--- src/rtl/fetch_queue_stage.sv ---
// Prefetching fetch stage: fills a circular byte queue from instruction memory,
// length-decodes the head opcode and issues one whole instruction per handshake.
module fetch_queue_stage #(
    parameter int unsigned       ADDR_W      = 32,
    parameter int unsigned       FETCH_BYTES = 4,
    parameter int unsigned       QDEPTH      = 16,
    parameter int unsigned       MAX_ILEN    = 5,
    parameter logic [ADDR_W-1:0] RESET_PC    = '0
) (
    input  logic                     clk,
    input  logic                     rst_n,
    output logic                     imem_req,
    output logic [ADDR_W-1:0]        imem_addr,
    input  logic [8*FETCH_BYTES-1:0] imem_data,
    input  logic                     imem_valid,
    input  logic                     is_jmp,
    input  logic [ADDR_W-1:0]        jmp_target,
    input  logic                     is_halt,
    output logic [8*MAX_ILEN-1:0]    instr,
    output logic [2:0]               instr_len,
    output logic [ADDR_W-1:0]        instr_pc,
    output logic [ADDR_W-1:0]        next_pc,
    output logic                     instr_illegal,
    output logic                     instr_valid,
    input  logic                     instr_ready,
    output logic                     halted
);

    localparam int unsigned PTR_W = $clog2(QDEPTH);
    localparam int unsigned CNT_W = PTR_W + 1;

    localparam logic [0:0] ST_RUN    = 1'b0;
    localparam logic [0:0] ST_HALTED = 1'b1;

    logic [0:0]        r_state;
    logic [ADDR_W-1:0] r_fetch_pc;
    logic [ADDR_W-1:0] r_head_pc;
    logic [PTR_W-1:0]  r_head;
    logic [PTR_W-1:0]  r_tail;
    logic [CNT_W-1:0]  r_count;
    logic              r_inflight;
    logic [7:0]        r_queue [QDEPTH];

    logic [PTR_W-1:0]  w_rd_idx [MAX_ILEN];
    logic [7:0]        w_byte   [MAX_ILEN];
    logic [PTR_W-1:0]  w_wr_idx [FETCH_BYTES];
    logic [2:0]        w_len;
    logic              w_known;
    logic              w_has_head;
    logic              w_valid;
    logic              w_fire;
    logic              w_wr;
    logic              w_req;
    logic [CNT_W:0]    w_used;
    logic [CNT_W-1:0]  w_count_next;
    logic [ADDR_W-1:0] w_next_pc;

    // Bytes beyond the occupied count read as zero, so stale storage never leaks out.
    for (genvar i = 0; i < MAX_ILEN; i++) begin : g_rd
        assign w_rd_idx[i]     = r_head + PTR_W'(i);
        assign w_byte[i]       = (CNT_W'(i) < r_count) ? r_queue[w_rd_idx[i]] : 8'h00;
        assign instr[8*i +: 8] = (3'(i) < w_len) ? w_byte[i] : 8'h00;
    end

    for (genvar k = 0; k < FETCH_BYTES; k++) begin : g_wr
        assign w_wr_idx[k] = r_tail + PTR_W'(k);
    end

    // NOTE: every output of an always_comb gets a default first, so no path can infer a latch.
    always_comb begin
        w_len   = 3'd1;
        w_known = 1'b1;
        case (w_byte[0]) inside
            8'h90, 8'hF4:         w_len = 3'd1;
            8'h01:                w_len = 3'd2;
            8'h83:                w_len = 3'd3;
            [8'hB8:8'hBF], 8'hE9: w_len = 3'd5;
            default:              w_known = 1'b0;
        endcase
    end

    assign w_has_head = (r_count != '0);
    assign w_valid    = (r_state == ST_RUN) && w_has_head && (r_count >= CNT_W'(w_len));
    assign w_fire     = w_valid && instr_ready;
    assign w_wr       = imem_valid && r_inflight;

    // Space left after counting the bytes already promised by an outstanding request.
    assign w_used = {1'b0, r_count} + (r_inflight ? (CNT_W+1)'(FETCH_BYTES) : '0);
    assign w_req  = rst_n && (r_state == ST_RUN) && !is_jmp
                    && (w_used <= (CNT_W+1)'(QDEPTH - FETCH_BYTES));

    assign w_count_next = r_count + (w_wr ? CNT_W'(FETCH_BYTES) : '0)
                                  - (w_fire ? CNT_W'(w_len) : '0);
    // An empty queue reports next_pc equal to instr_pc.
    assign w_next_pc    = r_head_pc + (w_has_head ? ADDR_W'(w_len) : '0);

    // NOTE: nonblocking assignments for all clocked state, so every register sees pre-edge values.
    always_ff @(posedge clk) begin
        if (!rst_n) begin
            r_state    <= ST_RUN;
            r_fetch_pc <= RESET_PC;
            r_head_pc  <= RESET_PC;
            r_head     <= '0;
            r_tail     <= '0;
            r_count    <= '0;
            r_inflight <= 1'b0;
        end else if (is_jmp) begin
            r_state    <= ST_RUN;
            r_fetch_pc <= jmp_target;
            r_head_pc  <= jmp_target;
            r_head     <= '0;
            r_tail     <= '0;
            r_count    <= '0;
            r_inflight <= 1'b0;
        end else begin
            r_inflight <= w_req;
            r_count    <= w_count_next;
            if (w_req) r_fetch_pc <= r_fetch_pc + ADDR_W'(FETCH_BYTES);
            if (w_wr)  r_tail     <= r_tail + PTR_W'(FETCH_BYTES);
            if (w_fire) begin
                r_head    <= r_head + PTR_W'(w_len);
                r_head_pc <= w_next_pc;
            end
            if ((w_fire && w_byte[0] == 8'hF4) || is_halt) r_state <= ST_HALTED;
        end
    end

    // NOTE: queue storage has no reset; the count alone decides which bytes are meaningful.
    always_ff @(posedge clk) begin
        if (w_wr) begin
            for (int k = 0; k < FETCH_BYTES; k++) r_queue[w_wr_idx[k]] <= imem_data[8*k +: 8];
        end
    end

    assign imem_req      = w_req;
    assign imem_addr     = r_fetch_pc;
    assign instr_len     = w_len;
    assign instr_pc      = r_head_pc;
    assign next_pc       = w_next_pc;
    assign instr_illegal = w_has_head && !w_known;
    assign instr_valid   = w_valid;
    assign halted        = (r_state == ST_HALTED);

endmodule

--- config.mk ---
export PLATFORM = sky130hd
export DESIGN_NAME = fetch_queue_stage
export DESIGN_NICKNAME = d
export VERILOG_FILES = /design/src/rtl/fetch_queue_stage.sv
export SDC_FILE = /design/constraint.sdc
export NUM_CORES = 1
export LEC_CHECK = 0
export BUFFER_PORTS_ARGS = -buffer_cell sky130_fd_sc_hd__buf_2
export CAP_MARGIN = 20
export CORE_MARGIN = 10
export CORE_UTILIZATION = 40
export CTS_CLUSTER_DIAMETER = 60
export DETAILED_ROUTE_END_ITERATION = 10
export HOLD_SLACK_MARGIN = 0.03
export PLACE_DENSITY_LB_ADDON = 0.25
export SYNTH_ARGS = -nofsm -noshare
export SYNTH_HDL_FRONTEND = slang
export SYNTH_SLANG_ARGS = --single-unit
export TNS_END_PERCENT = 100
--- constraint.sdc ---
create_clock -name clk -period 6 [get_ports clk]
set_input_delay 0.9 -clock clk [delete_from_list [all_inputs] [get_ports clk]]
set_output_delay 0.9 -clock clk [all_outputs]
set_load 0.02 [all_outputs]
==> impl_metrics.json, run 1 <==
{
  "first_iter_violations": 1270,
  "whs_ps": 464,
  "synth_top_flop_cell": "edfxtp_1",
  "cts_tree": "done",
  "status": "complete, no violations",
  "ys_types": 59,
  "io-pin-count": 213,
  "die_h_um": 208,
  "min_period_ps": 5720,
  "skew_ps": 9.58,
  "place_area_um2": 15700,
  "drt-total-wl_mm": 46.0,
  "grt_pass1_vias": 11300,
  "yosysSeqAreaShare": 0.387,
  "rows": 68,
  "h-tree-depth": 1,
  "grt_overflow": 0,
  "dr.pass1.iters": 7,
  "worst_pin_slew_ps": 1050,
  "hold_class": "register to register",
  "reg2reg_setup_slack_ps": 770,
  "maxSlewViolCount": 0,
  "crit_path_top_delay_cell": "mux4_2",
  "crit_fanout": 6,
  "synth_fp_nets": 1286,
  "synth_warnings": 0,
  "track_usage": 0.204,
  "nFillCells": 3129,
  "cts_buffer_depth": 3,
  "num-nets-final": 1488,
  "clock-sinks": 209,
  "synth_most_common_cell": "mux4_2",
  "grt_max_degree": 73,
  "fmax_ghz": 0.175,
  "ys_async_sr_fraction": 0,
  "portBuffers": 212,
  "path_clk_slew_ps": 60,
  "cp_num_buf_inv": 1,
  "antenna_found_initial": 1,
  "cts_root_buffer": "clkbuf_16",
  "clkLatencyLatePin_ps": 530,
  "cp-end-kind": "primary output",
  "synth-seq-cells": 209,
  "setup_viol": 0,
  "synth_cells": 1185,
  "cp.required_ps": 5100,
  "crit_family": "simple AND/OR/NAND/NOR gates",
  "cellPowerDensity_nw_per_um2": 227,
  "vias": 11600,
  "finalCritPeriodShare": 0.953,
  "hold_violations": 0,
  "area_growth_pct": 19.3,
  "crit_path_max_incr_delay_ps": 500,
  "grt_pass1_wl_mm": 70.6,
  "place_inst": 1804,
  "worst_slack_ps": 281,
  "die_area_um2": 43200,
  "vdd_ir_drop_max_uv": 225,
  "final_antenna_net_count": 0,
  "crit_type": "register to primary output",
  "leakage_nw": 6.09,
  "post_synth.cell_area_avg_um2": 11.9,
  "setup_tns_ps": 0,
  "max_slew_margin": 0.295,
  "design_area_um2": 16800,
  "synthesis.area_um2": 14100,
  "gp_congestion": 0.933,
  "fin_cells": 1863,
  "start_util": 0.407,
  "routed_via_density": 6.22,
  "dp_slack_ps": 234,
  "synth_top_cell_by_area": "mux4_2",
  "route.detailed.wl_per_inst_um": 24.7,
  "die_w_um": 208,
  "synth-edff-count": 128,
  "cts_hold_buffers": 0,
  "cap_violations": 0,
  "cts_buffers": 27,
  "drc": 0,
  "coreArea_um2": 34700,
  "drive_above_1_share": 0.371,
  "rsz0062_at_grt": "false",
  "arrival_ps": 4820,
  "crit_path_start_kind": "register",
  "yosys.area.top_type_share": 0.282,
  "synthTopCellsByCount": "177 x mux4_2, 128 x edfxtp_1, 126 x nand2_1",
  "path_cells": "mux4_2, a22oi_1, nand3_2, o31ai_4, mux2i_1, or3_4, fa_2, nor2b_2, o21a_2, nor4b_4, nand4_1, or2_4, nor2_1, xor2_1, buf_2",
  "synth_area_leaders": "mux4_2 28%, edfxtp_1 27%, dfxtp_1 11%",
  "dp_hpwl_mm": 33.0
}
==> routing by layer <==
| layer | up-vias | track usage | wire length (um) |
|---|---|---|---|
| met5 | - | 0 | 0 |
| met4 | 0 | 0.0690 | 1720 |
| met3 | 89 | 0.0475 | 4520 |
| met2 | 729 | 0.318 | 21500 |
| met1 | 5705 | 0.273 | 18300 |
| li1 | 5065 | - | - |
==> state kept, by name, summed over array words and instances, names as in the netlist, named ones only <==
name,flops
halted,1
r_head,4
r_queue,128
instr_pc,32
r_tail,2
r_inflight,1
imem_addr,32
r_count,5
==> metrics by stage <==
| step | power (mW) | utilization |
|---|---|---|
| after floorplan | 2.07 | - |
| after global placement | 2.29 | 0.453 |
| after detailed placement | 2.29 | 0.453 |
| after CTS | 3.85 | 0.481 |
| after global routing | 3.99 | 0.485 |
| final | 3.83 | 0.485 |
==> logic make-up (layout without fill, tap and decap cells) <==
| family | after synthesis | in the layout | synth area share |
|---|---|---|---|
| mux | 195 | 195 | 0.295 |
| compound gates | 189 | 189 | 0.0808 |
| xor+xnor | 73 | 73 | 0.0453 |
| flops | 209 | 209 | 0.387 |
| other cells | 0 | 1 | 0 |
| simple gates | 381 | 381 | 0.132 |
| fa+ha+maj | 31 | 31 | 0.0296 |
| buf+inv | 107 | 329 | 0.0299 |
==> placed cells by master (no fill, tap or decap), types with 30 or more instances in the layout <==
cell type    n
edfxtp_1   128
nor2_1      76
mux4_2     177
a21oi_1     68
buf_4       35
xor2_1      30
nand3_1     35
nand2_1    125
dfxtp_1     76
buf_2      212
nor3_1      32
xnor2_1     39
o21ai_0     50
==> worst register-to-register path: stages (launching register included) <==
cell	delay (ps)
dfxtp_4	420
buf_4	140
bufbuf_16	280
mux2i_1	240
a221oi_2	110
o21ai_1	260
nand3_1	150
nand3b_1	270
nor2_1	250
buf_4	250
inv_1	100
ha_1	270
or3b_2	430
a21boi_0	190
o21a_1	170
o211ai_1	140
nor2_1	140
fa_1	420
inv_1	120
ha_1	240
a21o_1	150
a21oi_1	170
xnor2_1	140
nor2_1	50
==> path summary, 6_finish.rpt <==
check	end	start	cells past startpoint
worst max-delay path	next_pc[30]	r_queue[4][6]$_DFFE_PP_	15
worst min-delay path	imem_addr[0]$_SDFFE_PN0P_	imem_addr[0]$_SDFFE_PN0P_	2
worst max register to register	r_count[4]$_SDFF_PP0_	register	23
worst min register to register	imem_addr[0]$_SDFFE_PN0P_	imem_addr[0]$_SDFFE_PN0P_	2
==> timing repair <==
action                     4_1_cts  5_1_grt
cloned                           1        0
pin swaps                        1        5
gates resized for setup         15       20
setup endpoints to repair        6        7
buffers inserted                 4        3
==> report_power, final <==
| group | internal (mW) | leakage, nW | switching, mW | total [mW] |
|---|---|---|---|---|
| registers | 1.57 | 1.83 | 0.0681 | 1.64 |
| logic | 0.255 | 3.85 | 0.402 | 0.657 |
| clock network | 0.905 | 0.411 | 0.628 | 1.53 |
==> final cells by class <==
cell class,instances,area (um2),share of cell area
repair buffers,252,1440,0.0857
diodes,1,2.50,0.000149
flip-flops and latches,209,5480,0.325
clock inverters,14,128,0.00758
multi-input cells,869,8390,0.498
inverters,28,105,0.00624
well taps,455,569,0.0338
clock buffers,35,727,0.0431
Power figures use the tool's default switching activity.
==> run 2: changes to the inputs <==
--- a/config.mk
+++ b/config.mk
@@ -11,6 +11,7 @@
 export CORE_UTILIZATION = 40
 export CTS_CLUSTER_DIAMETER = 60
 export DETAILED_ROUTE_END_ITERATION = 10
+export GPL_TIMING_DRIVEN = 0
 export HOLD_SLACK_MARGIN = 0.03
 export PLACE_DENSITY_LB_ADDON = 0.25
 export SYNTH_ARGS = -nofsm -noshare
==> run 2 against run 1 <==
Against the previous run:
- fmax down 2.0%
- clock-buffer cell count down 9
- combinational power rose by 8.2%
- sequential share of layout area decreased by 0.72 points
- critical path depth grew 2
- sequential cell count unchanged
==> impl_metrics.json, run 2 (same netlist as run 1, synthesis figures left out) <==
{
  "coreArea_um2": 34700,
  "whs_ps": 466,
  "crit_path_start_kind": "register",
  "cellPowerDensity_nw_per_um2": 219,
  "regToRegEndpoint": "r_count[3]$_SDFF_PP0_",
  "grt_max_degree": 21,
  "grt_pass1_vias": 12400,
  "fin_cells": 1923,
  "drt-total-wl_mm": 53.1,
  "area_growth_pct": 21.9,
  "grt_overflow": 0,
  "arrival_ps": 4940,
  "h-tree-depth": 1,
  "track_usage": 0.234,
  "routed_via_density": 6.43,
  "drc": 0,
  "hold_violations": 0,
  "crit_type": "register to primary output",
  "crit_fanout": 10,
  "cts_tree": "done",
  "largest_reg_flops": 128,
  "min_period_ps": 5840,
  "cts_root_buffer": "clkbuf_16",
  "hold_path_startpoint": "imem_addr[0]$_SDFFE_PN0P_",
  "cts_buffers": 25,
  "dr.pass1.iters": 5,
  "start_util": 0.407,
  "die_h_um": 208,
  "max_slew_margin": 0.190,
  "finalCritPeriodShare": 0.973,
  "final_antenna_net_count": 0,
  "whs_path_depth": 2,
  "clkLatencyLatePin_ps": 540,
  "die_w_um": 208,
  "path_clk_slew_ps": 60,
  "clock-sinks": 209,
  "leakage_nw": 6.17,
  "antenna_found_initial": 0,
  "maxSlewViolCount": 0,
  "setup_tns_ps": 0,
  "cts_hold_buffers": 0,
  "worst_pin_slew_ps": 1210,
  "hold_class": "register to register",
  "cp-end-kind": "primary output",
  "cap_violations": 0,
  "cts_buffer_depth": 3,
  "hold_path_end": "imem_addr[0]$_SDFFE_PN0P_",
  "reg2reg_depth": 21,
  "vdd_ir_drop_max_uv": 208,
  "die_area_um2": 43200,
  "setup_viol": 0,
  "num-nets-final": 1551,
  "portBuffers": 212,
  "drive_above_1_share": 0.367,
  "rows": 68,
  "place_inst": 1864,
  "dp_hpwl_mm": 39.7,
  "first_iter_violations": 1753,
  "route.detailed.wl_per_inst_um": 27.6,
  "reg2reg_setup_slack_ps": 190,
  "layout_common_cells": "214 x buf_2, 177 x mux4_2, 128 x edfxtp_1",
  "vias": 12400,
  "final_common_cell": "buf_2",
  "fmax_ghz": 0.171,
  "cp.required_ps": 5100,
  "gp_congestion": 1.02,
  "io-pin-count": 213,
  "grt_pass1_wl_mm": 78.7,
  "status": "complete, no violations",
  "skew_ps": 20.0
}
-- run 2: changes by cell type in the layout (fill, tap and decap cells not counted), moves of 4 or more --
cell / previous run / this run
clkbuf_1: 7 / 42
and3_1: 28 / 23
buf_4: 35 / 19
buf_8: 0 / 11
clkinvlp_2: 0 / 4
buf_6: 0 / 4
buf_1: 0 / 19
-- run 2: stage by stage --
stage / worst slack [ps] / area, um2 / power (mW) / util
detailed placement: -1600 / 16000 / 2.33 / 0.460
floorplan: 383 / 14100 / 2.07 / -
global placement: -1530 / 15700 / 2.31 / 0.454
global route: -9.32 / 17200 / 3.92 / 0.496
finish: 163 / 17200 / 3.77 / 0.496
CTS: 6.24 / 17000 / 3.78 / 0.489
-- run 2: how the worst max path moves through the flow --
stage                        start               endpoint  slack, ps  depth (start not counted)
after floorplan           register  r_count[4]$_SDFF_PP0_        380                         24
after global placement    register  r_count[4]$_SDFF_PP0_      -1530                         23
after detailed placement  register  r_count[4]$_SDFF_PP0_      -1600                         23
after CTS                 register            next_pc[29]          6                         18
after global routing      register            next_pc[30]         -9                         22
final                     register            next_pc[30]        160                         17
-- run 2: area by class of cell --
cell class                 instances  area [um2]
fill                            3111       17500
multi-input combinational        869        8450
sequential                       209        5470
timing repair buffer             242        1450
clock buffer                      26         629
tap                              455         569
buffer                            75         377
clock inverter                    18         155
inverter                          28         105
antenna                            1        2.50
-- run 2: worst max-delay path, cell delays in order, from the launching register on --
cell     delay [ps]
dfxtp_4         370
buf_12          160
buf_12          170
mux4_2          520
nand3_1         160
nand3_4         140
o31ai_4         320
mux2i_2         150
or3_4           430
fa_1            460
nor2b_2         170
o21a_2          200
nor4b_4         230
nand4_1         180
or2_4           300
nor2_1          130
xor2_1          150
buf_2           180
-- run 2: power by group --
group          switching (mW)  internal (mW)  total [mW]
Combinational           0.442          0.269       0.711
Clock                   0.615          0.815        1.43
Sequential             0.0636           1.57        1.63
Total                    1.12           2.65        3.77
-- run 2: per-layer routing --
metal	vias up	share of wire	track usage
met1	6005	0.37	0.285
met3	207	0.12	0.0743
met5	-	0	0
met2	987	0.46	0.374
met4	0	0.051	0.104
li1	5170	-	-
-- run 2: repair_timing --
action                                  CTS  global route
buffers inserted                          6             8
pin swaps                                 5             9
endpoints found under the setup margin   78             9
resized for setup                        44            41
gates cloned                              0             0
